`src/rtl/nikhilam_divider_16bit.sv`:
```
// Sequential 16-bit unsigned divider: Nikhilam base-complement reduction near 10/100/1000,
// with an optional radix-2 restoring fallback compiled in by NIKHILAM_RESTORE_EN.
module nikhilam_divider_16bit #(
  parameter int unsigned MAX_ITER = 15
) (
  input  logic        clk,
  input  logic        rst,
  input  logic        start,
  input  logic [15:0] dividend,
  input  logic [15:0] divisor,
  input  logic [7:0]  pow10,
  input  logic        near,
  output logic        busy,
  output logic        done,
  output logic [15:0] quotient,
  output logic [15:0] remainder,
  output logic        dbz,
  output logic        err
);

  localparam int unsigned CntW = (MAX_ITER < 2) ? 1 : $clog2(MAX_ITER + 1);

  typedef enum logic [2:0] {StIdle, StIter, StCorr, StRdiv, StDone} state_e;

  state_e          state_q;
  logic [15:0]     a_q, d_q, q_q;
  logic [9:0]      b_q;
  logic [16:0]     c_q, r_q;
  logic [CntW-1:0] cnt_q;

  logic [9:0]      base_in;
  logic [16:0]     k, m, kc, r_step;
  logic [CntW-1:0] cnt_inc;

  always_comb begin
    case (pow10)
      8'd10:   base_in = 10'd10;
      8'd100:  base_in = 10'd100;
      8'hE8:   base_in = 10'd1000;
      default: base_in = 10'd0;
    endcase
  end

  // One reduction step: r = (r / B) * c + (r % B), with B a constant per mux leg.
  always_comb begin
    case (b_q)
      10'd10: begin
        k = r_q / 17'd10;
        m = r_q % 17'd10;
      end
      10'd100: begin
        k = r_q / 17'd100;
        m = r_q % 17'd100;
      end
      default: begin
        k = r_q / 17'd1000;
        m = r_q % 17'd1000;
      end
    endcase
    kc      = k * c_q;
    r_step  = kc + m;
    cnt_inc = cnt_q + CntW'(1);
  end

`ifdef NIKHILAM_RESTORE_EN
  logic [15:0] sh_q;
  logic [3:0]  bit_q;
  logic [16:0] pr, pr_nxt;
  logic [15:0] qr_nxt;

  always_comb begin
    pr = {r_q[15:0], sh_q[15]};
    if (pr >= {1'b0, d_q}) begin
      pr_nxt = pr - {1'b0, d_q};
      qr_nxt = {q_q[14:0], 1'b1};
    end else begin
      pr_nxt = pr;
      qr_nxt = {q_q[14:0], 1'b0};
    end
  end
`endif

  always_ff @(posedge clk or posedge rst) begin
    if (rst) begin
      state_q   <= StIdle;
      busy      <= 1'b0;
      done      <= 1'b0;
      dbz       <= 1'b0;
      err       <= 1'b0;
      quotient  <= 16'd0;
      remainder <= 16'd0;
      a_q       <= 16'd0;
      d_q       <= 16'd0;
      q_q       <= 16'd0;
      b_q       <= 10'd0;
      c_q       <= 17'd0;
      r_q       <= 17'd0;
      cnt_q     <= '0;
`ifdef NIKHILAM_RESTORE_EN
      sh_q      <= 16'd0;
      bit_q     <= 4'd0;
`endif
    end else begin
      case (state_q)
        StIdle: begin
          done <= 1'b0;
          if (start) begin
            a_q   <= dividend;
            d_q   <= divisor;
            b_q   <= base_in;
            c_q   <= {7'd0, base_in} - {1'b0, divisor};
            q_q   <= 16'd0;
            r_q   <= {1'b0, dividend};
            cnt_q <= '0;
            dbz   <= 1'b0;
            err   <= 1'b0;
            busy  <= 1'b1;
            if (divisor == 16'd0) begin
              quotient  <= 16'hFFFF;
              remainder <= dividend;
              dbz       <= 1'b1;
              done      <= 1'b1;
              state_q   <= StDone;
            end else if (near && base_in != 10'd0 && divisor <= {6'd0, base_in}) begin
              state_q <= StIter;
            end else begin
`ifdef NIKHILAM_RESTORE_EN
              r_q     <= 17'd0;
              sh_q    <= dividend;
              bit_q   <= 4'd0;
              state_q <= StRdiv;
`else
              quotient  <= 16'd0;
              remainder <= dividend;
              err       <= 1'b1;
              done      <= 1'b1;
              state_q   <= StDone;
`endif
            end
          end
        end
        StIter: begin
          if (r_q < {7'd0, b_q}) begin
            state_q <= StCorr;
          end else begin
            q_q   <= q_q + k[15:0];
            r_q   <= r_step;
            cnt_q <= cnt_inc;
            if (cnt_inc == CntW'(MAX_ITER) && r_step >= {7'd0, b_q}) begin
              quotient  <= 16'd0;
              remainder <= a_q;
              err       <= 1'b1;
              done      <= 1'b1;
              state_q   <= StDone;
            end
          end
        end
        StCorr: begin
          // c < 0.3B keeps the leftover below 2*divisor, so one subtract suffices.
          if (r_q >= {1'b0, d_q}) begin
            quotient  <= q_q + 16'd1;
            remainder <= r_q[15:0] - d_q;
          end else begin
            quotient  <= q_q;
            remainder <= r_q[15:0];
          end
          done    <= 1'b1;
          state_q <= StDone;
        end
`ifdef NIKHILAM_RESTORE_EN
        StRdiv: begin
          r_q   <= pr_nxt;
          q_q   <= qr_nxt;
          sh_q  <= {sh_q[14:0], 1'b0};
          bit_q <= bit_q + 4'd1;
          if (bit_q == 4'd15) begin
            quotient  <= qr_nxt;
            remainder <= pr_nxt[15:0];
            done      <= 1'b1;
            state_q   <= StDone;
          end
        end
`endif
        StDone: begin
          done    <= 1'b0;
          busy    <= 1'b0;
          state_q <= StIdle;
        end
        default: state_q <= StIdle;
      endcase
    end
  end

endmodule

```
`config.mk`:
```
export PLATFORM = sky130hd
export DESIGN_NAME = nikhilam_divider_16bit
export DESIGN_NICKNAME = d
export VERILOG_FILES = /design/src/rtl/nikhilam_divider_16bit.sv
export SDC_FILE = /design/constraint.sdc
export NUM_CORES = 1
export LEC_CHECK = 0
export CAP_MARGIN = 20
export CORE_MARGIN = 2
export CORE_UTILIZATION = 65
export CTS_BUF_LIST = sky130_fd_sc_hd__clkbuf_4 sky130_fd_sc_hd__clkbuf_8
export DETAILED_ROUTE_END_ITERATION = 7
export GPL_TIMING_DRIVEN = 0
export PLACE_DENSITY = 0.85
export REMOVE_ABC_BUFFERS = 1
export SETUP_SLACK_MARGIN = 0.02
export SLEW_MARGIN = 20
export SYNTH_ARGS = -nofsm -noshare
export SYNTH_HDL_FRONTEND = slang
export SYNTH_SLANG_ARGS = --single-unit
export TNS_END_PERCENT = 20
```
`constraint.sdc`:
```
create_clock -name clk -period 52 [get_ports clk]
set_clock_uncertainty 0.1 [all_clocks]
set_input_delay 15.6 -clock clk [delete_from_list [all_inputs] [get_ports clk]]
set_output_delay 15.6 -clock clk [all_outputs]
set_load 0.03 [all_outputs]
```
-- Word-level counts from Yosys, hierarchy flattened
Index checks and enable logic that the tools add are counted.
- register bits: 135
- input bits: 44
- output and inout port bits: 36
- logic and storage cells: 106
- $add $sub $neg: 6
- multiply operators: 1
- div/mod/pow operators: 6
- magnitude comparators: 4
- equality and inequality tests: 14
- multiplexer cells: 44
- reduce and logical (&&, ||, !) cells: 17
- operators with widths (operator ; number):
    $mux 16 ; 14
    $pmux 17 s2 ; 3
    $pmux 16 s3 ; 2
    $mux 17 ; 2
    $pmux 16 s2 ; 1
    $pmux 10 s3 ; 1
    $add 17x17->17 ; 1
    $div 17x10->17 const B ; 1
    $div 17x4->17 const B ; 1
    $div 17x7->17 const B ; 1
    $ge 17x10->1 ; 1
    $ge 17x16->1 ; 1
    $lt 17x10->1 ; 1
    $mod 17x10->17 const B ; 1
    $mod 17x4->17 const B ; 1
    $mod 17x7->17 const B ; 1
    $mul 17x17->17 ; 1
    $sub 10x16->17 ; 1
    $add 16x1->16 const B ; 1
    $add 16x16->16 ; 1
    $le 16x10->1 ; 1
    $logic_not 16->1 ; 1
    $sub 16x16->16 ; 1
    $mux 3 ; 5
    28 further kinds ; 47

-- Longest topological paths before layout
- word-level depth: 9
- mapped depth: 190
- mapped depth without buffers: 178

-- Worst setup path after synthesis
Ideal clock, no wire load.
- path kind: reg-to-reg
- from: reg b_q[8]
- to: reg quotient[10]
- setup time: 125 ps
- arrival time: 34603 ps
- data required time: 51775 ps
- setup slack: 17172 ps
- cell stages (with the launch flop): 178
- path buffers: 13
- clock period less this slack: 34828 ps
- path through: dfrtp_1 nand2b_1 or3_1 inv_2 ha_1 o211ai_1 nand2_1 and4b_1 a21o_1 ha_1 o211a_2 a211oi_2 o22ai_2 and3_1 or2_2 ha_1 or2_1 o22a_1 [... 142 more ...] a21oi_1 xnor2_1 xnor2_1 xnor2_1 xnor2_1 xnor2_1 xnor2_1 xnor2_1 xnor2_1 xnor2_1 xnor2_1 xnor2_1 xnor2_1 nand2_1 o21a_1 buf_6 buf_6 mux2_4
- cells in the longest elaborated chain, start to end: 8
- elaborated cells on any way between the ends: 12
- those cells by class: 1 x add/sub; 1 x mul; 2 x order compare; 4 x eq/ne; 2 x mux; 2 x reduce/logical
- RTL lines (element ; line ; source):
    start: declaration ; 27 ; logic [9:0] b_q;
    start signal: assignment ; 110 ; b_q <= base_in;
    $eq 10x7->1 / $eq 10x4->1 (equally long branches) ; 46 ; case (b_q)
    $pmux 17 s2 ; 46 ;
    $mul 17x17->17 ; 60 ; kc = k * c_q;
    $add 17x17->17 ; 61 ; r_step = kc + m;
    $ge 17x10->1 ; 149 ; if (cnt_inc == CntW'(MAX_ITER) && r_step >= {7'd0, b_q}) begin
    $logic_and 1x1->1 ; 149 ;
    $ne 2x2->1 (no source line) ; n/a ;
    $reduce_and 5->1 (no source line) (*) ; n/a ;
    end signal: assignment ; 161 ; quotient <= q_q + 16'd1;
    end signal: assignment ; 164 ; quotient <= q_q;
    end: declaration ; 15 ; output logic [15:0] quotient,
Mark *: on every way between the ends. The rest lies on a longest branch, timed or not.
A chain may end at the register's enable or synchronous reset.

-- Worst setup path after layout
- from: reg b_q[1]
- to: reg remainder[12]
- cells in the longest elaborated chain, start to end: 8
- elaborated cells on any way between the ends: 12
- those cells by class: 1 x add/sub; 1 x mul; 2 x order compare; 4 x eq/ne; 2 x mux; 2 x reduce/logical
- RTL lines (element ; line ; source):
    $eq 10x7->1 / $eq 10x4->1 (equally long branches) ; 46 ;
    $pmux 17 s2 ; 46 ;
    $mul 17x17->17 ; 60 ;
    $add 17x17->17 ; 61 ;
    $ge 17x10->1 ; 149 ;
    $logic_and 1x1->1 ; 149 ;
    $ne 2x2->1 (no source line) ; n/a ;
    $reduce_and 5->1 (no source line) (*) ; n/a ;
    end signal: assignment ; 151 ; remainder <= a_q;
    end signal: assignment ; 162 ; remainder <= r_q[15:0] - d_q;
    end signal: assignment ; 165 ; remainder <= r_q[15:0];
    end: declaration ; 16 ; output logic [15:0] remainder,
Marks and branches as above.

==> out/results.tsv <==
stage	metric	value	unit
finish	area_growth	7.56	%
global_route	grtUsageMet2	0.582	
critical_path	crit_start	b_q[1]	
finish	nets	2740	
place	placedCellCount	2742	
critical_path	required	52.26	ns
timing	rsz0062_at_grt	false	
finish	stdcell_count	2774	
timing	finalHoldViolations	0	
global_route	grt-ovfl-total	0	
routing	vias	17400	
critical_path	cp_common_cell	xnor2_1	
timing	slew_violations	0	
logic_synthesis	syn_area_per_cell	8.14	sq um
clock_network	cts_num_sinks	129	
critical_path	start_kind	flip-flop	
clock_network	cts-root-buf	clkbuf_8	
die	dieWidth	176	um
logic_synthesis	synth.top_cell.area_share	0.168	
logic_synthesis	ys.warnings.count	0	
critical_path	worst-path-max-fanout	31	
logic_synthesis	synth_cells	2360	
clock_network	cts_buffers	17	
timing	fin_ws	8.30	ns
routing	via_per_inst	6.27	
timing	period_minus_slack	43.70	ns
logic_synthesis	synth_area	19200	sq um
logic_synthesis	synthFlopType	dfrtp_1	
global_route	grt_pass1_wl	86000	um
routing	drt_wl_total	51200	um
logic_synthesis	seq_area_frac_synth	0.168	
logic_synthesis	ys_seq_elements	129	
clock_network	cts_setup_buffers	0	
critical_path	r2r_start	b_q[1]	
timing	fin_crit_sh	0.840	
critical_path	r2r_slack	8.30	ns
timing	relSlewSlack	0.275	
critical_path	worst_path_largest_cell_delay	0.87	ns
finish	diodes	0	
timing	fmax	22.9	MHz
global_route	use_met3	0.0513	
place	dp_worst_setup_slack	8.80	ns
critical_path	ff2ff_path_depth	162	
clock_network	clk_pin_slew	0.08	ns
place	place.gp.congestion	0.909	
global_route	grt_pass1_vias	18000	
die	coreArea	28900	sq um
logic_synthesis	async_flop_share	1.00	
critical_path	r2r_end	remainder[12]	
critical_path	worst_setup_path_end_kind	flip-flop	
timing	setup-tns-final	0	ns
critical_path	cp.arrival	43.96	ns
global_route	use_met1	0.424	
die	num_rows	62	
global_route	grt_start_max_net_pins	100	
die	ioPinCount	80	
critical_path	cpMaxStageDelayCell	or3_1	
logic_synthesis	ys_types	103	
die	dieArea	30900	sq um
timing	finalSetupViolCount	0	
logic_synthesis	synthTopCellsByCount	296 x nand2_1, 250 x inv_1, 207 x ha_1, 153 x nor2_1, 152 x o21ai_0	
clock_network	clockBufferDepth	2	
clock_network	cts_tree	built	
routing	wl_per_cell	18.5	um
logic_synthesis	synth_edf_count	0	
logic_synthesis	synth.area.top_cells	dfrtp_1 17%, ha_1 13%, fa_1 12%	
critical_path	worstSetupPathDepth	162	
critical_path	endpoint	remainder[12]	
routing	ant_nets	0	
critical_path	criticalPathCategory	reg2reg	
logic_synthesis	yosysMostFrequentCell	nand2_1	
clock_network	cts.hold.buffers_added	0	
finish	drive_gt1_frac	0.0657	
place	dp_hpwl	39700	um
routing	initialDrtViolationCount	1257	
clock_network	insertion_delay	0.48	ns
clock_network	cts_resized	0	
critical_path	crit_family	simple AND/OR/NAND/NOR gates	
run	maxCapViolCount	0	
logic_synthesis	yosys.area.top_type	dfrtp_1	
routing	drt_pass1_iterations	6	
place	io_buffer_count	79	
routing	drc	0	
global_route	antenna_found_initial	1	
die	die_h	176	um
timing	worst_slew_pin_slew	1.08	ns
global_route	grt_usage	0.340	
clock_network	htreeDepth	4	
min_path	min_path_type	reg2reg	
run_status	status	finished clean	
global_route	grt.busiest_layer	met2	
die	start_util	0.664	
critical_path	crit_buf_inv	14	
## worst register-to-register path, delay by kind of cell, from the launching register on
family,cells,cell delay [ns]
flip-flops,1,0.54
AO/OA/AOI/OAI,42,9.97
AND/OR/NAND/NOR,56,14.25
buffers and inverters,14,4.05
multiplexers,8,2.74
XOR/XNOR,23,4.82
adder cells (fa/ha/maj),19,7.15
## worst min-delay path by stage
| stage | start | endpoint | slack [ns] | cells past startpoint |
|---|---|---|---|---|
| 2_1_floorplan | a_q[2] | a_q[2] | 0.35 | 2 |
| 3_3_place_gp | a_q[10] | a_q[10] | 0.36 | 2 |
| 3_5_place_dp | a_q[2] | a_q[2] | 0.36 | 2 |
| 4_1_cts | a_q[2] | a_q[2] | 0.38 | 2 |
| 5_1_grt | a_q[14] | a_q[14] | 0.40 | 2 |
| 6_report | a_q[2] | a_q[2] | 0.38 | 2 |
## through the flow
stage / util / area, sq um / hold WS [ns]
after CTS: 0.714 / 20700 / 0.382
after floorplan: - / 18800 / 0.346
after global routing: 0.714 / 20700 / 0.397
final: 0.714 / 20700 / 0.381
after detailed placement: 0.700 / 20300 / 0.363
after global placement: 0.695 / 20100 / 0.357
## logic make-up (layout without fill, tap and decap cells)
logic type	count (synthesis)	in the layout	synth area share
mux	89	89	0.0556
simple gates	775	775	0.196
xor+xnor	163	163	0.0743
other cells	2	4	0.000391
buf+inv	348	376	0.0706
flops	129	129	0.168
compound gates	535	535	0.184
fa+ha+maj	319	319	0.252
## routing by layer
metal,up-vias,wire length (um),part of all wire
li1,8115,-,-
met1,8364,20800,0.41
met2,767,24600,0.48
met3,155,3650,0.071
met4,0,2100,0.041
met5,-,0,0
## cell type report
| cell class | count | area (sq um) |
|---|---|---|
| clock inverters | 14 | 154 |
| flip-flops and latches | 129 | 3230 |
| repair buffers | 86 | 892 |
| inverters | 258 | 976 |
| clock buffers | 18 | 248 |
| well taps | 384 | 480 |
| fillers | 2204 | 8270 |
| multi-input cells | 1885 | 14700 |
## flip-flops by register name, indices dropped and copies added (netlist names)
| register | count |
|---|---|
| busy | 1 |
| done | 1 |
| r_q | 17 |
| state_q | 3 |
| d_q | 16 |
| a_q | 16 |
| remainder | 16 |
| quotient | 16 |
| dbz | 1 |
| c_q | 16 |
| b_q | 5 |
| err | 1 |
| q_q | 16 |
| cnt_q | 4 |
## layout by cell type (no fill, tap or decap), drive strengths merged, types with 23 or more instances in the layout
master	n
nand2	297
inv	261
ha	207
o21ai	157
nor2	156
dfrtp	129
a21oi	126
xnor2	114
fa	112
clkdlybuf4s50	79
and2	71
xor2	49
mux2	48
a21o	47
nand3	46
mux2i	41
a31oi	37
nor3	37
nand2b	29
nor2b	23
o21a	23
o21bai	23
nand4	23
Power is left out: the tool's default activity adds up to more than one toggle a clock period on the data nets, which glitch-free logic cannot reach.
